===== config.mk =====
export PLATFORM = sky130hd
export DESIGN_NAME = key_debounce
export DESIGN_NICKNAME = d
export VERILOG_FILES = /design/src/rtl/key_pkg.sv /design/src/rtl/key_debounce_ch.sv /design/src/rtl/key_debounce.sv
export SDC_FILE = /design/constraint.sdc
export NUM_CORES = 1
export LEC_CHECK = 0
export ABC_AREA = 1
export CORE_ASPECT_RATIO = 0.6
export CORE_MARGIN = 5
export CORE_UTILIZATION = 35
export DETAILED_ROUTE_END_ITERATION = 8
export PLACE_DENSITY = 0.48
export SLEW_MARGIN = 10
export SYNTH_ARGS = -nofsm -noshare
export SYNTH_HDL_FRONTEND = slang
export SYNTH_SLANG_ARGS = --single-unit

===== constraint.sdc =====
create_clock -name clk -period 6.12 [get_ports clk]
set_input_delay 1.836 -clock clk [delete_from_list [all_inputs] [get_ports clk]]
set_output_delay 1.836 -clock clk [all_outputs]
set_load 0.005 [all_outputs]

===== src/rtl/key_pkg.sv =====
// Shared types and board-clock timing defaults for the push-button conditioner.
package key_pkg;

    typedef enum logic [1:0] {
        IDLE       = 2'd0,
        DB_PRESS   = 2'd1,
        HELD       = 2'd2,
        DB_RELEASE = 2'd3
    } key_state_e;

    // 20 MHz board clock: 20 ms debounce, 0.5 s repeat delay, 0.1 s repeat period
    localparam int DEF_DEBOUNCE_CYCLES = 400000;
    localparam int DEF_REPEAT_DELAY    = 10000000;
    localparam int DEF_REPEAT_PERIOD   = 2000000;

endpackage


===== src/rtl/key_debounce_ch.sv =====
// One button channel: 2-flop synchronizer, debounce FSM, hold/repeat counter.
module key_debounce_ch
    import key_pkg::*;
#(
    parameter int DEBOUNCE_CYCLES = DEF_DEBOUNCE_CYCLES,
    parameter int REPEAT_DELAY    = DEF_REPEAT_DELAY,
    parameter int REPEAT_PERIOD   = DEF_REPEAT_PERIOD
) (
    input  logic clk,
    input  logic rst,
    input  logic raw,
    output logic level,
    output logic press,
    output logic rel,
    output logic rpt,
    output logic hit
);

    localparam int DW   = $clog2(DEBOUNCE_CYCLES) + 1;
    localparam int HMAX = (REPEAT_DELAY > REPEAT_PERIOD) ? REPEAT_DELAY : REPEAT_PERIOD;
    localparam int HW   = $clog2(HMAX) + 1;

    localparam logic [DW-1:0] DB_LAST  = DW'(DEBOUNCE_CYCLES - 1);
    localparam logic [HW-1:0] DLY_LAST = HW'((REPEAT_DELAY == 0) ? 0 : REPEAT_DELAY - 1);
    localparam logic [HW-1:0] PER_LAST = HW'(REPEAT_PERIOD - 1);
    localparam logic          RPT_EN   = (REPEAT_DELAY != 0);

    logic [1:0]    sync;
    logic          s;
    key_state_e    state;
    logic [DW-1:0] db_cnt;
    logic [HW-1:0] hold_cnt;
    logic          rpt_phase;
    logic          press_hit;
    logic          rel_hit;
    logic          rpt_hit;

    assign s = sync[1];

    // Next-cycle pulse conditions, shared by the FSM and the top-level any_press register
    always_comb begin
        press_hit = (state == DB_PRESS) && s && (db_cnt == DB_LAST);
        rel_hit   = (state == DB_RELEASE) && !s && (db_cnt == DB_LAST);
        rpt_hit   = RPT_EN && (state == HELD) && s &&
                    (rpt_phase ? (hold_cnt == PER_LAST) : (hold_cnt == DLY_LAST));
        hit       = press_hit | rpt_hit;
    end

    always_ff @(posedge clk) begin
        if (rst) begin
            sync      <= 2'b00;
            state     <= IDLE;
            db_cnt    <= '0;
            hold_cnt  <= '0;
            rpt_phase <= 1'b0;
            level     <= 1'b0;
            press     <= 1'b0;
            rel       <= 1'b0;
            rpt       <= 1'b0;
        end else begin
            sync  <= {sync[0], raw};
            press <= press_hit;
            rel   <= rel_hit;
            rpt   <= rpt_hit;
            case (state)
                IDLE: begin
                    if (s) begin
                        state  <= DB_PRESS;
                        db_cnt <= DW'(1);
                    end
                end
                DB_PRESS: begin
                    if (!s) begin
                        state <= IDLE;
                    end else if (press_hit) begin
                        state     <= HELD;
                        level     <= 1'b1;
                        hold_cnt  <= '0;
                        rpt_phase <= 1'b0;
                    end else begin
                        db_cnt <= db_cnt + 1'b1;
                    end
                end
                HELD: begin
                    if (!s) begin
                        state  <= DB_RELEASE;
                        db_cnt <= DW'(1);
                    end else if (rpt_hit) begin
                        // reload: counter never runs past its target
                        hold_cnt  <= '0;
                        rpt_phase <= 1'b1;
                    end else if (RPT_EN) begin
                        hold_cnt <= hold_cnt + 1'b1;
                    end
                end
                DB_RELEASE: begin
                    // hold counter is frozen here so a release glitch resumes the repeat phase
                    if (s) begin
                        state <= HELD;
                    end else if (rel_hit) begin
                        state <= IDLE;
                        level <= 1'b0;
                    end else begin
                        db_cnt <= db_cnt + 1'b1;
                    end
                end
                default: state <= IDLE;
            endcase
        end
    end

endmodule


===== src/rtl/key_debounce.sv =====
// Multi-channel push-button conditioner: debounced levels, press/release/repeat pulses.
module key_debounce
    import key_pkg::*;
#(
    parameter int N_KEYS          = 6,
    parameter int DEBOUNCE_CYCLES = DEF_DEBOUNCE_CYCLES,
    parameter int REPEAT_DELAY    = DEF_REPEAT_DELAY,
    parameter int REPEAT_PERIOD   = DEF_REPEAT_PERIOD
) (
    input  logic              clk,
    input  logic              rst,
    input  logic [N_KEYS-1:0] key_raw,
    output logic [N_KEYS-1:0] key_level,
    output logic [N_KEYS-1:0] key_press,
    output logic [N_KEYS-1:0] key_release,
    output logic [N_KEYS-1:0] key_repeat,
    output logic              any_press
);

    logic [N_KEYS-1:0] hit;

    for (genvar g = 0; g < N_KEYS; g++) begin : g_ch
        key_debounce_ch #(
            .DEBOUNCE_CYCLES(DEBOUNCE_CYCLES),
            .REPEAT_DELAY   (REPEAT_DELAY),
            .REPEAT_PERIOD  (REPEAT_PERIOD)
        ) u_ch (
            .clk  (clk),
            .rst  (rst),
            .raw  (key_raw[g]),
            .level(key_level[g]),
            .press(key_press[g]),
            .rel  (key_release[g]),
            .rpt  (key_repeat[g]),
            .hit  (hit[g])
        );
    end

    // Registered from the channels' next-cycle pulse terms so it lines up with them
    always_ff @(posedge clk) begin
        if (rst) any_press <= 1'b0;
        else     any_press <= |hit;
    end

endmodule


==> metrics.cfg, run 1 <==
[outcome]
status=completed

[die]
num_io_pins=33
initial_core_util_pct=35.1
die_h_um=193
rows=67
dieArea_sq_um=60700
dieWidth_um=315
core_area_sq_um=55500

[synth]
yosys_warnings=0
yosysTopAreaCellShare_pct=33.4
synth_ff_type=dfxtp_1
synth_nets=3104
synthCells=3064
synthTopCellsByArea=dfxtp_1 (33%), nand2_1 (15%), nor2_1 (9.9%)
synthArstFlopShare_pct=0
yosys.area.top_type=dfxtp_1
avgSynthCellArea_sq_um=6.36
synth-seq-cells=325
synth_edf_count=0
ys_seq_area_share_pct=33.4
ys_types=53
syn-cell-area_sq_um=19500

[grt]
grt_pass1_vias=17100
grt_max_degree=73
grt_pass1_wl_um=90000
grt-ovfl-total=0
grtUsageTotal_pct=17.6
antenna_found_initial=0

[routing]
drt-total-wl_um=54100
drt_iter0_markers=1771
via_per_inst=4.96
final_antenna_net_count=0
via_count=19000
dr.pass1.iters=6
wl_per_cell_um=14.1
drc=0

[cts]
cts_root_buf=clkbuf_16
cts_max_level=2
clockBufferDepth=3
cts_tree=built
cts-hold-fix-buffers=0
cts_sinks=325
clk_pin_slew_ns=0.06
insertion_delay_ns=0.54
numCtsBuffers=38
cts_resized=0
post-cts-setup-buffers=0

[finish]
layout-drive-gt1-share_pct=5.05
design_area_sq_um=21300
num-fill-cells=5947
syn_to_final_growth_pct=9.39
final_nets=3086
n_antenna_cell=0

[sta]
setup_tns_ns=0
post-route-period-util_pct=53.9
skew_ns=0.0141
slew_headroom_pct=44.0
period_needed_ns=3.30
final_hold_viol_count=0
setup_violations=0
fmax_mhz=303
worstMarginPinSlew_ns=0.840
rsz0062_at_grt=no
drv_slew=0

[worst_setup_path]
crit_path_end_kind=flop
crit_path_max_incr_delay_ns=0.52
cpMostUsedCell=buf_4
cp.required_ns=6.54
arrival_ns=3.72
slowest_stage=buf_4
crit_fanout=55
startpoint_type=input port
crit_chain=buf_4, inv_2, buf_4, o21ai_1, inv_1, nand2_1, nor2_1
path_class=in -> reg

[place]
hpwl_um=40100
port_buffers=32
place_area_sq_um=20100
place.gp.congestion=0.892

[pwr]
static-leakage-power_nw=7.78
p_per_area_nw_per_um2=228
irDropWorstVdd_uv=153
power_mw=4.87

[run]
maxCapViolations=0

[worst_hold_path]
min_path_type=reg -> reg

==> cell usage after synthesis (19+ instances only) <==
cell      number
nand2_1      771
nand3_1      244
nor2_2        19
buf_4         37
dfxtp_1      325
clkbuf_1      19
nor3_1       123
a21oi_1      168
nand4_1      123
ha_1          32
nor2_1       513
inv_1        346
xor2_1        56
o21ai_0       72
==> worst paths after layout <==
path                                             start                  endpoint  slack (ns)  cells after the start
worst min-delay path              g_ch[5].u_ch.sync[0]      g_ch[5].u_ch.sync[1]        0.40                      2
worst min register to register    g_ch[5].u_ch.sync[0]      g_ch[5].u_ch.sync[1]        0.40                      2
worst max register to register  g_ch[4].u_ch.db_cnt[0]  g_ch[4].u_ch.hold_cnt[6]        2.99                     12
worst max-delay path                               rst    g_ch[2].u_ch.db_cnt[7]        2.82                      7
==> cell type report <==
type / instances / area [sq um] / area share [%]
clock buffers: 51 / 1090 / 5.12
clock inverters: 11 / 93.8 / 0.440
well taps: 759 / 950 / 4.45
flip-flops and latches: 325 / 6510 / 30.5
multi-input cells: 2287 / 11000 / 51.5
inverters: 359 / 1350 / 6.33
repair buffers: 35 / 340 / 1.60
==> layout by cell type, fill, tap and decap left out, types with 3 or more instances in the layout <==
master / n
nor2_2: 19
dfxtp_1: 325
nor2_4: 10
or2_2: 5
nand2_1: 771
nor3b_1: 15
nor3_2: 10
a21oi_1: 168
nor2_1: 513
inv_1: 345
inv_2: 12
clkinv_2: 6
o21ai_0: 72
o32ai_1: 3
a31oi_1: 6
or2_0: 6
buf_4: 4
clkdlybuf4s50_1: 31
xnor2_1: 17
ha_1: 32
and3_1: 6
clkbuf_1: 5
o21bai_1: 9
and2_1: 4
nor4_1: 13
nand3_1: 244
nor3_1: 123
nand3_2: 4
nand3b_1: 14
nand2_2: 18
xor2_1: 56
clkbuf_16: 39
nand4_1: 123
nand2_4: 5
clkbuf_8: 7
==> sequential cells by signal (all words and copies together), names as in the netlist, 6 cells and up, named ones only <==
name / count
g_ch.u_ch.state: 6
g_ch.u_ch.rel: 6
g_ch.u_ch.rpt: 6
g_ch.u_ch.db_cnt: 120
g_ch.u_ch.hold_cnt: 150
g_ch.u_ch.level: 6
g_ch.u_ch.sync: 12
g_ch.u_ch.press: 6
g_ch.u_ch.rpt_phase: 6
==> metrics by stage <==
stage	instances	util [%]	setup slack [ns]	hold WS (ns)
final	3827	38.4	2.82	0.403
after floorplan	3064	-	3.21	0.388
after global placement	3765	36.3	2.25	0.396
after detailed placement	3765	36.3	2.20	0.398
after global routing	3827	38.4	2.62	0.422
after CTS	3827	38.4	2.78	0.407
==> critical path, delay by kind of cell <==
kind	cells	cell delay (ns)
buffers and inverters	4	1.39
AOI/OAI and AO/OA	1	0.32
and+or+nand+nor	2	0.14
==> per-layer routing <==
metal / track usage (%) / vias to the layer above / part of all wire (%)
li1: - / 9834 / -
met1: 29.2 / 8651 / 56
met2: 23.5 / 460 / 36
met3: 2.63 / 52 / 6.1
met4: 3.04 / 0 / 1.4
met5: 0 / - / 0
==> where the power goes <==
group	internal [mW]	leakage, nW	switching [mW]	total, mW
clock	1.29	0.588	0.930	2.22
sequential	2.15	2.62	0.0511	2.20
combinational	0.100	4.57	0.344	0.445
==> cells by family (layout without fill, tap and decap cells) <==
logic type,count (synthesis),in the layout,share of synthesized area (%)
flip-flops,325,325,33.4
XOR/XNOR,73,73,3.28
AND/OR/NAND/NOR,1911,1911,43.7
AO/OA/AOI/OAI,271,271,7.39
adder cells (fa/ha/maj),32,32,2.05
buffers and inverters,452,456,10.2
Note: power is estimated with default switching activity, not from simulation.
==> inputs of run 2 (changes only) <==
--- a/config.mk
+++ b/config.mk
@@ -10,7 +10,7 @@
 export CORE_MARGIN = 5
 export CORE_UTILIZATION = 35
 export DETAILED_ROUTE_END_ITERATION = 8
-export PLACE_DENSITY = 0.48
+export PLACE_DENSITY = 0.49
 export SLEW_MARGIN = 10
 export SYNTH_ARGS = -nofsm -noshare
 export SYNTH_HDL_FRONTEND = slang
==> constraint.sdc (replaced) <==
create_clock -name clk -period 2.6 [get_ports clk]
set_input_delay 0.78 -clock clk [delete_from_list [all_inputs] [get_ports clk]]
set_output_delay 0.78 -clock clk [all_outputs]
set_load 0.005 [all_outputs]
==> metrics.cfg, run 2 (same netlist as run 1, synthesis figures left out) <==
[finish]
mostFrequentLayoutCells=nand2_1 (771), nor2_1 (513), inv_1 (345), dfxtp_1 (325), nand3_1 (244)  ; unchanged
largest_reg_flops=150  ; unchanged
layout-drive-gt1-share_pct=6.51  ; was 5.05%
top_regs=g_ch.u_ch.hold_cnt x150, g_ch.u_ch.db_cnt x120, g_ch.u_ch.sync x12  ; unchanged
fin_util_pct=39.2  ; was 38.4%
layout_commonest_cell=nand2_1  ; unchanged
regMostFlops=g_ch.u_ch.hold_cnt  ; unchanged
final_nets=3130  ; was 3086
n_antenna_cell=0  ; unchanged
syn_to_final_growth_pct=11.7  ; was 9.39%

[place]
place.gp.congestion=0.919  ; was 0.892
port_buffers=32  ; unchanged
post-place-ws_ns=0.269  ; was 2.20 ns
hpwl_um=40900  ; was 40100 um

[pwr]
pwr-share-comb_pct=9.9  ; was 9.1%
power_frac_clock_pct=46.8  ; was 45.6%
internal-power_mw=8.74  ; was 3.54 mW
p_per_area_nw_per_um2=549  ; was 228 nW/um^2
static-leakage-power_nw=8.06  ; was 7.78 nW
power_mw=12.0  ; was 4.87 mW
irDropWorstVdd_uv=360  ; was 153 uV
switchingPower_mw=3.21  ; was 1.33 mW
p_sw_share_pct=26.8  ; was 27.2%
power_frac_seq_pct=43.3  ; was 45.3%

[worst_setup_path]
reg2reg_from=g_ch[5].u_ch.db_cnt[0]  ; was g_ch[4].u_ch.db_cnt[0]
reg2reg_slack_ns=0.28  ; was 2.99 ns
crit_fanout=15  ; was 55
r2r-end=g_ch[5].u_ch.hold_cnt[3]  ; was g_ch[4].u_ch.hold_cnt[6]
worstSetupStartpoint=g_ch[5].u_ch.db_cnt[0]  ; was rst
endpoint=g_ch[5].u_ch.hold_cnt[3]  ; was g_ch[2].u_ch.db_cnt[7]
path_class=reg -> reg  ; was in -> reg
crit_path_end_kind=flop  ; unchanged
cp.required_ns=3.03  ; was 6.54 ns
startpoint_type=flop  ; was input port
r2r_cells=11  ; was 12
arrival_ns=2.75  ; was 3.72 ns

[cts]
cts_tree=built  ; unchanged
cts_resized=0  ; unchanged
cts_sinks=325  ; unchanged
cts_root_buf=clkbuf_16  ; unchanged
clk_pin_slew_ns=0.06  ; about the same
insertion_delay_ns=0.55  ; was 0.54 ns
cts-hold-fix-buffers=0  ; unchanged
clockBufferDepth=3  ; unchanged
post-cts-setup-buffers=0  ; unchanged
numCtsBuffers=37  ; was 38
cts_max_level=2  ; unchanged

[grt]
grt_pass1_wl_um=90800  ; was 90000 um
antenna_found_initial=0  ; unchanged
grt_max_degree=84  ; was 73
grt_pass1_vias=17400  ; was 17100
grt-ovfl-total=0  ; unchanged
grtUsageTotal_pct=17.8  ; was 17.6%

[die]
num_io_pins=33  ; unchanged
rows=67  ; unchanged
initial_core_util_pct=35.1  ; unchanged
die_h_um=193  ; unchanged
dieArea_sq_um=60700  ; unchanged
core_area_sq_um=55500  ; unchanged
dieWidth_um=315  ; unchanged

[sta]
setup_tns_ns=0  ; unchanged
final_hold_viol_count=0  ; unchanged
fmax_mhz=431
slew_headroom_pct=53.2  ; was 44.0%
post-route-period-util_pct=89.3
drv_slew=0  ; unchanged
setup_violations=0  ; unchanged
rsz0062_at_grt=no  ; unchanged
timing.final.ws_setup_ns=0.277  ; was 2.82 ns
period_needed_ns=2.32
skew_ns=0.0169  ; was 0.0141 ns
worstMarginPinSlew_ns=0.696  ; was 0.840 ns

[routing]
drc=0  ; unchanged
via_per_inst=4.98  ; was 4.96
via_count=19300  ; was 19000
wl_per_cell_um=14.1  ; about the same
drt-total-wl_um=54600  ; was 54100 um
final_antenna_net_count=0  ; unchanged
drt_iter0_markers=1566  ; was 1771
dr.pass1.iters=6  ; unchanged

[worst_hold_path]
min_path_type=reg -> reg  ; unchanged

[outcome]
status=completed  ; unchanged

[run]
maxCapViolations=0  ; unchanged

run 2: cell count changes in the layout (fill, tap and decap cells not counted):
| cell | delta |
|---|---|
| buf_12 | +2 |
| inv_6 | -1 |
| inv_8 | +1 |
| buf_4 | +43 |
| bufinv_16 | +3 |
run 2: through the flow:
step / hold slack (ns) / cell area (sq um) / cells
5_1_grt: 0.422 / 21800 / 3875
3_3_place_gp: 0.396 / 20500 / 3810
2_1_floorplan: 0.388 / 19500 / 3064
3_5_place_dp: 0.398 / 20500 / 3810
6_report: 0.402 / 21800 / 3875
4_1_cts: 0.408 / 21800 / 3875
run 2: final cells by class:
cell class,instances,area [sq um]
Sequential cell,325,6510
Tap cell,759,950
Fill cell,6007,33700
Clock inverter,14,186
Timing Repair Buffer,80,703
Multi-Input combinational cell,2287,11000
Clock buffer,51,1090
Inverter,359,1350
run 2: power by group through the flow:
stage	clock network [mW]	logic, mW	registers (mW)
CTS	5.80	1.18	5.18
floorplan	0	0.848	5.25
global route	6.00	1.34	5.19
finish	5.59	1.18	5.18
detailed placement	0	1.18	5.29
global placement	0	1.18	5.28
run 2: worst min-delay path by stage:
| stage | startpoint | to | slack [ns] | cells past startpoint |
|---|---|---|---|---|
| after detailed placement | g_ch[4].u_ch.sync[0] | g_ch[4].u_ch.sync[1] | 0.40 | 2 |
| after global placement | g_ch[1].u_ch.sync[0] | g_ch[1].u_ch.sync[1] | 0.40 | 2 |
| after CTS | g_ch[3].u_ch.sync[0] | g_ch[3].u_ch.sync[1] | 0.41 | 2 |
| final | g_ch[1].u_ch.sync[0] | g_ch[1].u_ch.sync[1] | 0.40 | 2 |
| after global routing | g_ch[3].u_ch.sync[0] | g_ch[3].u_ch.sync[1] | 0.42 | 2 |
| after floorplan | g_ch[0].u_ch.sync[0] | g_ch[0].u_ch.sync[1] | 0.39 | 2 |
run 2: routing by layer:
layer / wire, um / part of all wire [%] / GRT usage, % / vias up
li1: - / - / - / 9935
met1: 30200 / 55 / 29.1 / 8787
met2: 20300 / 37 / 23.8 / 526
met3: 3420 / 6.2 / 3.06 / 57
met4: 825 / 1.5 / 3.36 / 0
met5: 0 / 0 / 0 / -
run 2: critical path, cell delays in order (launching register included):
cell and delay (ns):
dfxtp_1 0.43, ha_1 0.30, nand2_1 0.08, inv_1 0.05, nand2_1 0.10, nor2_2 0.21
nand4_2 0.22, nand2_4 0.21, nand2_2 0.10, nand2_2 0.27, buf_4 0.19, nor3_1 0.04
==> RTL change, RTL diff (settings of run 2) <==
Make the reset (`rst`) asynchronous in 2 clocked blocks.
--- a/src/rtl/key_debounce_ch.sv
+++ b/src/rtl/key_debounce_ch.sv
@@ -48,3 +48,3 @@
 
-    always_ff @(posedge clk) begin
+    always_ff @(posedge clk or posedge rst) begin
         if (rst) begin
--- a/src/rtl/key_debounce.sv
+++ b/src/rtl/key_debounce.sv
@@ -39,3 +39,3 @@
     // Registered from the channels' next-cycle pulse terms so it lines up with them
-    always_ff @(posedge clk) begin
+    always_ff @(posedge clk or posedge rst) begin
         if (rst) any_press <= 1'b0;
Function: no difference found for any inputs over 4 cycles, from zero or initial values and one cycle with rst high; that may be too few to reach the edited logic, so the function may still have changed.
==> RTL change against run 2 <==
  * Synthesized cell count rose by 11%
  * Sequential cell count is the same
  * Area after synthesis increased by 14%
  * Setup slack is essentially flat
  * Fmax barely moved
  * Sequential share of layout area is 3.0 points higher
  * Routed wire length up 16%
  * Register-to-register slack improved by 60 ps
  * Final area rose by 13%
  * Clock skew grew 6.6 ps
  * Non-clock buffer count shrank 9
Power is not compared: it rests on default switching activity, and its combinational part moved more than twofold at a synthesized area within 25%.
==> RTL change: results (changes against run 2) <==
** Run status
- The flow ran to the end, and the final reports show no timing, DRC or antenna violations.

** Placement
- The standard cell area after detailed placement came to 23400 um^2 (+14%).
- Post-Place Worst Slack :: 338 ps (+68.9 ps)
- Routability-driven placement congestion ratio :: 0.909 (-1.1%)

** STA
- The tightest slew margin relative to the limit was 57.7% (+4.4 points).

** Final layout
- Flip-flop and latch share of the layout cell area :: 32.9% (+3.0 points)
- Share of cells above drive strength 1 :: 4.89% (-1.6 points)
- The layout buffer count excluding clock buffers came to 71 (-11%).
- The number of nets at the end of the flow came to 3450 (+10%).
- Clock tree buffer count of the final layout :: 53 (+3.9%)
- The share of the final layout cell area in multi-input gates came to 48.1% (-2.3 points).
- Number of multi-input logic gates :: 2560 (+12%)

** Routing
- The via density per instance came to 5.05 (+1.4%).
- Met3 layer wire length in the routed design :: 3620 um (+5.9%)
- The routed length on met2 was 23800 um (+18%).

** Worst setup path
- The critical path ends at any_press.
- The stage delay of the slowest cell on the critical path is 550 ps (+120 ps).
- Slowest stage cell on the critical path :: sky130_fd_sc_hd__clkdlybuf4s50_1
- The largest fanout on the critical path came to 1 (-14).
- Worst r2r path cells :: 10 (-1)

** GRT
- The met1 track demand over resource in global routing was 30.3% (+1.2 points).
- Via count of the first global-routing pass :: 20162 (+16%)
- The global-route track usage on met2 is 24.8% (+1.0 points).

** Synthesis
- Among all flip-flop cells after synthesis, the most frequent one is sky130_fd_sc_hd__dfrtp_1.
- The unique cell type count in the Yosys netlist was 44 (-17%).
- Sequential cell area fraction in the yosys report :: 36.6% (+3.2 points)
- Post-Syn Nets :: 3445 (+11%)

** Worst hold path
- WHS Path Cells :: 0 (-2)
[RTL change: changes by cell type after synthesis, moves of 15 or more]
cell,delta
sky130_fd_sc_hd__dfrtp_1,+325
sky130_fd_sc_hd__o21ai_0,+89
sky130_fd_sc_hd__a21oi_1,-128
sky130_fd_sc_hd__nor3_1,-61
sky130_fd_sc_hd__nand3_1,+66
sky130_fd_sc_hd__inv_1,+50
sky130_fd_sc_hd__nor2_1,+17
sky130_fd_sc_hd__nand2_1,+281
sky130_fd_sc_hd__buf_2,+15
sky130_fd_sc_hd__nand4_1,+52
sky130_fd_sc_hd__dfxtp_1,-325
sky130_fd_sc_hd__o21ai_1,+24
[RTL change: cells by family after synthesis]
| family | count (synthesis) | share of synthesized area (%) |
|---|---|---|
| AO/OA/AOI/OAI | 267 | 6.65 |
| XOR/XNOR | 68 | 2.68 |
| adder cells (fa/ha/maj) | 36 | 2.03 |
| buffers and inverters | 516 | 9.80 |
| flip-flops | 325 | 36.6 |
| AND/OR/NAND/NOR | 2189 | 42.2 |
